[src/rtl/inta_sequencer.sv]
// Interrupt-acknowledge sequencer for an 8259-style PIC.
// The sequencer synchronises INT and issues the two INTA pulses. It captures the
// vector byte on the second pulse and hands it to the core with a valid/ready
// handshake. Unless AEOI is set, it then writes a non-specific EOI command back
// to the PIC.
module inta_sequencer #(
  parameter int          INTA_LOW = 2,
  parameter int          INTA_GAP = 2,
  parameter int          AEOI     = 0,
  parameter logic [7:0]  EOI_CMD  = 8'h20
) (
  input  logic       clk,
  input  logic       rst_n,
  input  logic       INT,
  input  logic       int_enable,
  output logic       INTA_n,
  input  logic [7:0] data_in,
  output logic [7:0] vector,
  output logic       vec_valid,
  input  logic       vec_ready,
  input  logic       eoi_req,
  output logic       WR_n,
  output logic       A0,
  output logic [7:0] data_out,
  output logic       data_oe,
  output logic       busy
);

  typedef enum logic [2:0] {
    IDLE    = 3'd0,
    ACK1    = 3'd1,
    GAP     = 3'd2,
    ACK2    = 3'd3,
    PRESENT = 3'd4,
    SERVICE = 3'd5,
    EOI_WR  = 3'd6,
    EOI_REC = 3'd7
  } state_t;

  // Counter load values: a phase of N cycles counts N-1 down to 0.
  localparam logic [3:0] LOW_LD = 4'(INTA_LOW - 1);
  localparam logic [3:0] GAP_LD = 4'(INTA_GAP - 1);

  state_t     state;
  logic [3:0] cnt;
  logic       sync_p0;
  logic       int_s;

  // The decrement floors at zero so the phase counter can never wrap.
  function automatic logic [3:0] sat_dec(input logic [3:0] v);
    return (v == 4'd0) ? 4'd0 : v - 4'd1;
  endfunction

  // Two-flop synchroniser for the asynchronous INT level.
  always_ff @(posedge clk or negedge rst_n) begin
    if (!rst_n) begin
      sync_p0 <= 1'b0;
      int_s   <= 1'b0;
    end else begin
      sync_p0 <= INT;
      int_s   <= sync_p0;
    end
  end

  // Sequencer FSM. All bus outputs are registered and change with the state.
  always_ff @(posedge clk or negedge rst_n) begin
    if (!rst_n) begin
      state     <= IDLE;
      cnt       <= 4'd0;
      INTA_n    <= 1'b1;
      WR_n      <= 1'b1;
      A0        <= 1'b0;
      data_out  <= 8'h00;
      data_oe   <= 1'b0;
      vector    <= 8'h00;
      vec_valid <= 1'b0;
      busy      <= 1'b0;
    end else begin
      case (state)
        IDLE: begin
          // A full IDLE cycle always separates two sequences, which guarantees
          // INTA_n is high for at least one cycle between them.
          if (int_s && int_enable) begin
            state  <= ACK1;
            cnt    <= LOW_LD;
            INTA_n <= 1'b0;
            busy   <= 1'b1;
          end
        end
        ACK1: begin
          if (cnt == 4'd0) begin
            state  <= GAP;
            cnt    <= GAP_LD;
            INTA_n <= 1'b1;
          end else begin
            cnt <= sat_dec(cnt);
          end
        end
        GAP: begin
          // INT and int_enable are deliberately ignored here: the second pulse
          // must always follow, so the PIC can return its spurious vector.
          if (cnt == 4'd0) begin
            state  <= ACK2;
            cnt    <= LOW_LD;
            INTA_n <= 1'b0;
          end else begin
            cnt <= sat_dec(cnt);
          end
        end
        ACK2: begin
          if (cnt == 4'd0) begin
            state     <= PRESENT;
            INTA_n    <= 1'b1;
            vector    <= data_in;
            vec_valid <= 1'b1;
          end else begin
            cnt <= sat_dec(cnt);
          end
        end
        PRESENT: begin
          if (vec_ready) begin
            vec_valid <= 1'b0;
            if (AEOI != 0) begin
              state <= IDLE;
              busy  <= 1'b0;
            end else begin
              state <= SERVICE;
            end
          end
        end
        SERVICE: begin
          if (eoi_req) begin
            state    <= EOI_WR;
            cnt      <= LOW_LD;
            WR_n     <= 1'b0;
            data_oe  <= 1'b1;
            data_out <= EOI_CMD;
            A0       <= 1'b0;
          end
        end
        EOI_WR: begin
          if (cnt == 4'd0) begin
            state <= EOI_REC;
            WR_n  <= 1'b1;
          end else begin
            cnt <= sat_dec(cnt);
          end
        end
        EOI_REC: begin
          // Data stays driven for one cycle after WR_n rises to give hold time.
          state   <= IDLE;
          data_oe <= 1'b0;
          busy    <= 1'b0;
        end
        default: begin
          state     <= IDLE;
          INTA_n    <= 1'b1;
          WR_n      <= 1'b1;
          data_oe   <= 1'b0;
          vec_valid <= 1'b0;
          busy      <= 1'b0;
        end
      endcase
    end
  end

endmodule

[config.mk]
export PLATFORM = sky130hd
export DESIGN_NAME = inta_sequencer
export DESIGN_NICKNAME = d
export VERILOG_FILES = /design/src/rtl/inta_sequencer.sv
export SDC_FILE = /design/constraint.sdc
export NUM_CORES = 1
export LEC_CHECK = 0
export CORE_MARGIN = 3
export CORE_UTILIZATION = 49
export DETAILED_ROUTE_END_ITERATION = 6
export PLACE_DENSITY = 0.81
export SYNTH_ARGS = -nofsm -noshare
export SYNTH_HDL_FRONTEND = slang
export SYNTH_SLANG_ARGS = --single-unit
[constraint.sdc]
create_clock -name clk -period 3.18 [get_ports clk]
set_input_delay 0.795 -clock clk [delete_from_list [all_inputs] [get_ports clk]]
set_output_delay 0.795 -clock clk [all_outputs]
set_load 0.005 [all_outputs]
==> impl_metrics.csv, run 1 <==
group,metric,value,unit
route,drc,0,
clocking,clockBufferDepth,2,
place,numPortBuffers,27,
die,io_pins,36,
grt,track_usage,17.6,%
finish,layout-drive-gt1-share,11.4,%
finish,syn_to_final_growth,23.9,%
yosys,synthFlopType,"dfrtp_1",
place,post-place-cells,156,
finish,final_common_cell,"clkdlybuf4s50_1",
worst_setup_path,crit_fanout,9,
clocking,tritoncts,"done",
sta,fin_crit_sh,73.1,%
grt,grt_max_degree,24,
route,wl_per_cell,14.0,um
yosys,synth_area,1170,um^2
finish,nets,148,
yosys,synth-simple-area-share,12.4,%
yosys,synthAdderAreaFrac,1.07,%
yosys,synth_xor_area_share,0,%
clocking,worstSkewPairLatency,0.32,ns
yosys,syn_area_per_cell,11.0,um^2
clocking,postCtsResizedCells,0,
yosys,synth_compound_area_share,18.0,%
route,initialDrtViolationCount,2,
sta,maxSlewViolCount,0,
yosys,synthDistinctLibCells,37,
hold_path,whs_endpoint,"int_s",
power_and_ir_drop,p_leak,0.604,nW
finish,fin_cells,160,
power_and_ir_drop,peakVddDrop,0.565,mV
yosys,synth_mux_area_share,9.55,%
sta,final.setup.tns,0,ns
grt,grt_pass1_vias,851,
sta,rsz0062_at_grt,"no",
yosys,yosysWarnings,0,
place,hpwlAfterDp,1710,um
sta,skew,0.00498,ns
worst_setup_path,crit_start,"cnt[0]",
grt,overflow,0,
clocking,path_clk_slew,0.13,ns
route,dr.pass1.iters,4,
clocking,cts_root_buf,"clkbuf_4",
yosys,synth_edf_count,0,
die,die_area,3000,um^2
die,die_w,54.8,um
sta,worst_pin_slew,0.743,ns
sta,setup_viol,0,
finish,diodes,0,
yosys,synth_top_family_by_area,"compound AO/OA/AOI/OAI gates",
yosys,ys_seq_area_share,49.6,%
worst_setup_path,r2r-end,"vector[6]",
route,via_per_inst,5.29,
hold_path,hp-class,"register to register",
worst_setup_path,reg2reg_depth,5,
power_and_ir_drop,p_per_area,891,nW/um^2
clocking,htreeDepth,1,
yosys,ys_ff_latch,23,
hold_path,whs_path_depth,0,
worst_setup_path,reg2reg_from,"cnt[0]",
worst_setup_path,criticalPathCategory,"register to register",
sta,min_period,2.33,ns
yosys,synthCells,106,
sta,fmax,430,MHz
route,wl,2240,um
grt,grt_pass1_wl,3710,um
clocking,post_cts_buffers,0,
grt,antenna_found_initial,0,
die,coreArea,2230,um^2
worst_setup_path,endpoint_kind,"register",
clocking,cts_made_buffers,3,
place,gp_congestion,0.832,
die,placementRows,17,
route,final_antenna_net_count,0,
yosys,async_flop_share,100,%
worst_setup_path,cp_data_required_time,3.41,ns
outcome,status,"completed",
worst_setup_path,r2r_slack,0.85,ns
route,vias,847,
die,start_util,52.2,%
hold_path,hold_start,"sync_p0",
die,die_height,54.8,um
worst_setup_path,start_kind,"register",
flow_run,cap_violations,0,
worst_setup_path,cp_data_arrival_time,2.55,ns
clocking,clkSinkCount,23,
sta,timing.slew.headroom,50.4,%
finish,final_cell_mix,"clkdlybuf4s50_1 (27), dfrtp_1 (21), a21oi_1 (9)",
clocking,hold_buffers,0,
sta,hold_violations,0,
[Yosys cell counts, drive strengths merged, types with 2 or more instances]
| cell type | n | area share (%) |
|---|---|---|
| dfrtp | 21 | 45 |
| buf | 12 | 7.4 |
| a21oi | 9 | 3.9 |
| mux2 | 9 | 8.7 |
| nand2 | 7 | 2.3 |
| o21ai | 5 | 2.1 |
| inv | 4 | 1.3 |
| nor2 | 4 | 1.3 |
| o211ai | 3 | 1.9 |
| a2111o | 2 | 1.9 |
| a22o | 2 | 1.5 |
| a31oi | 2 | 1.1 |
| dfstp | 2 | 4.5 |
| nor2b | 2 | 1.1 |
| nor3 | 2 | 1.3 |
| nor3b | 2 | 1.3 |
| nor4b | 2 | 1.5 |
[cell families after synthesis]
logic type / Yosys count
buffers and inverters: 17
DFF: 23
and+or+nand+nor: 24
AOI/OAI and AO/OA: 30
other: 1
muxes: 10
adders and majority gates: 1
[metal layers]
metal	up-vias	share of wire [%]	GRT usage, %
met5	-	0	0
met1	397	39	19.9
met2	25	52	29.3
li1	422	-	-
met4	0	0.85	4.56
met3	3	8.5	8.45
[where the power goes]
part           leakage, nW  total, mW  switching [mW]  internal [mW]
combinational        0.323      0.603           0.249          0.355
clock               0.0139      0.141          0.0928         0.0482
sequential           0.266      0.544           0.126          0.418
total                0.604       1.29           0.467          0.821
[worst max path at each step]
stage	to	slack, ns	cells after the start
floorplan	vector[0]	1.39	6
global placement	cnt[3]	0.87	5
detailed placement	vector[6]	0.84	5
CTS	vector[6]	0.83	5
global route	vector[6]	0.67	5
finish	vector[6]	0.85	5
[through the flow]
| step | instance area (um^2) | setup slack (ns) | total power [mW] | util [%] | hold slack (ns) |
|---|---|---|---|---|---|
| after detailed placement | 1420 | 0.840 | 1.16 | 63.4 | 0.336 |
| after floorplan | 1190 | 1.39 | 0.917 | - | 0.331 |
| after global routing | 1450 | 0.672 | 1.40 | 64.7 | 0.375 |
| after CTS | 1450 | 0.828 | 1.30 | 64.7 | 0.366 |
| final | 1450 | 0.855 | 1.29 | 64.7 | 0.362 |
| after global placement | 1420 | 0.873 | 1.14 | 63.4 | 0.336 |
[state kept, by name (all words and copies together) (netlist names)]
| register | cells |
|---|---|
| vector | 8 |
| cnt | 4 |
| state | 3 |
| INTA_n | 1 |
| WR_n | 1 |
| busy | 1 |
| data_oe | 1 |
| data_out | 1 |
| int_s | 1 |
| sync_p0 | 1 |
| vec_valid | 1 |
[critical path: stages (launching register included)]
cell	delay, ns
dfrtp_1	0.44
inv_1	0.07
ha_1	0.22
nor4b_1	0.43
nor2b_1	0.67
mux2_2	0.41
[final cells by class]
cell class                      instances  area [um^2]
Clock buffer                            3         22.5
Clock inverter                          1         7.51
Fill cell                             183          788
Inverter                                4         15.0
Multi-Input combinational cell         73          509
Sequential cell                        23          578
Tap cell                               28         35.0
Timing Repair Buffer                   28          278
Note: power is estimated with default switching activity, not from simulation.
==> inputs of run 2 (changes only) <==
--- a/config.mk
+++ b/config.mk
@@ -6,9 +6,9 @@
 export NUM_CORES = 1
 export LEC_CHECK = 0
 export CORE_MARGIN = 3
-export CORE_UTILIZATION = 49
+export CORE_UTILIZATION = 41
 export DETAILED_ROUTE_END_ITERATION = 6
-export PLACE_DENSITY = 0.81
+export PLACE_DENSITY = 0.72
 export SYNTH_ARGS = -nofsm -noshare
 export SYNTH_HDL_FRONTEND = slang
 export SYNTH_SLANG_ARGS = --single-unit
==> constraint.sdc (replaced) <==
create_clock -name clk -period 1.9 [get_ports clk]
set_input_delay 0.475 -clock clk [delete_from_list [all_inputs] [get_ports clk]]
set_output_delay 0.475 -clock clk [all_outputs]
set_load 0.005 [all_outputs]
==> impl_metrics.csv, run 2 (synthesized netlist as in run 1, its figures left out) <==
group,metric,value,unit
place,dpl_cell_area,1480,um^2
die,start_util,45.0,%
finish,fillers,220,
finish,regMostFlops,"vector",
finish,final_common_cell,"clkdlybuf4s50_1",
clocking,worstSkewPairLatency,0.31,ns
finish,layout-drive-gt1-share,19.3,%
worst_setup_path,r2r-end,"cnt[2]",
route,initialDrtViolationCount,23,
sta,setup_slack,0.0600,ns
die,die_w,59.3,um
sta,fin_crit_sh,96.8,%
die,placementRows,18,
outcome,status,"completed",
die,coreArea,2590,um^2
die,io_pins,36,
worst_setup_path,criticalPathCategory,"register to output port",
route,via_per_inst,5.40,
power_and_ir_drop,p_per_area,1520,nW/um^2
sta,hold_violations,0,
sta,skew,0.000668,ns
grt,grt_pass1_vias,906,
finish,largestRegisters,"vector (8), cnt (4), state (3)",
route,wl_per_cell,14.6,um
die,die_area,3520,um^2
worst_setup_path,cp_data_required_time,1.42,ns
hold_path,hp-class,"register to register",
sta,min_period,1.84,ns
finish,utilization,60.0,%
finish,largest_reg_flops,8,
place,numPortBuffers,27,
grt,overflow,0,
worst_setup_path,crit_fanout,3,
place,hpwlAfterDp,1780,um
sta,final.setup.tns,0,ns
worst_setup_path,cp_data_arrival_time,1.36,ns
die,die_height,59.3,um
clocking,tritoncts,"done",
hold_path,whs_path_depth,0,
grt,grt_pass1_wl,3960,um
worst_setup_path,path_delay_family,"flip-flops",
finish,fin_area,1550,um^2
clocking,path_clk_slew,0.12,ns
power_and_ir_drop,peakVddDrop,0.972,mV
route,drc,0,
place,dp_slack,-0.0377,ns
worst_setup_path,slowest_delay,0.56,ns
hold_path,hold_start,"sync_p0",
power_and_ir_drop,total_power,2.36,mW
route,wl,2480,um
clocking,clkSinkCount,23,
clocking,clockBufferDepth,2,
route,dr.pass1.iters,4,
clocking,post_cts_buffers,0,
clocking,hold_buffers,0,
sta,whs,0.373,ns
clocking,htreeDepth,1,
worst_setup_path,r2r_slack,0.08,ns
finish,fin_cells,170,
flow_run,cap_violations,0,
hold_path,whs_endpoint,"int_s",
clocking,cts_made_buffers,3,
route,vias,918,
finish,final_cell_mix,"clkdlybuf4s50_1 (26), dfrtp_1 (21), a21oi_1 (9), buf_4 (9), conb_1 (8)",
sta,maxSlewViolCount,0,
grt,grt_max_degree,24,
worst_setup_path,crit_start,"WR_n",
finish,syn_to_final_growth,33.3,%
worst_setup_path,reg2reg_from,"cnt[0]",
grt,antenna_found_initial,0,
sta,setup_viol,0,
worst_setup_path,crit_chain,"clkdlybuf4s50_1",
route,final_antenna_net_count,0,
worst_setup_path,crit_slowest_cell,"dfstp_2",
worst_setup_path,start_kind,"register",
place,post-place-cells,166,
power_and_ir_drop,p_leak,0.666,nW
finish,nets,156,
worst_setup_path,worst-path-buf-inv,1,
place,gp_congestion,0.787,
worst_setup_path,endpoint_kind,"output port",
finish,diodes,0,
clocking,cts_root_buf,"clkbuf_4",
grt,track_usage,14.8,%
worst_setup_path,reg2reg_depth,7,
sta,fmax,543,MHz
## run 2: repair_timing
| item | in CTS | in global routing |
|---|---|---|
| cloned | 0 | 0 |
| pin swaps | 2 | 4 |
| resized for setup | 1 | 8 |
| endpoints found under the hold margin | 0 | 0 |
| setup endpoints to repair | 12 | 13 |
## run 2: worst max-delay path by stage
stage / to / slack (ns) / depth (start not counted)
2_1_floorplan: vector[0] / 0.11 / 6
6_report: WR_n / 0.06 / 1
4_1_cts: INTA_n / 0.02 / 1
3_3_place_gp: cnt[3] / 0.02 / 5
3_5_place_dp: cnt[3] / -0.04 / 5
5_1_grt: cnt[2] / -0.005 / 7
## run 2: metal layers
layer | up-vias | global-route usage [%] | share of wire (%) | wire, um
met1 | 453 | 18.7 | 43 | 1060
met2 | 26 | 24.5 | 51 | 1260
met3 | 2 | 3.27 | 5.6 | 139
met5 | - | 0 | 0 | 0
met4 | 0 | 5.83 | 0.40 | 10
li1 | 437 | - | - | -
## run 2: cell type report
class	instances	area [um^2]	share of cell area, %
multi-input combinational	73	557	35.8
timing repair buffer	36	340	21.9
clock buffer	4	26.3	1.69
tap	30	37.5	2.42
sequential	23	578	37.2
inverter	4	15.0	0.966
## run 2: where the power goes
group / total [mW] / switching (mW) / internal, mW
clock: 0.228 / 0.146 / 0.0819
combinational: 1.25 / 0.528 / 0.723
sequential: 0.878 / 0.178 / 0.700
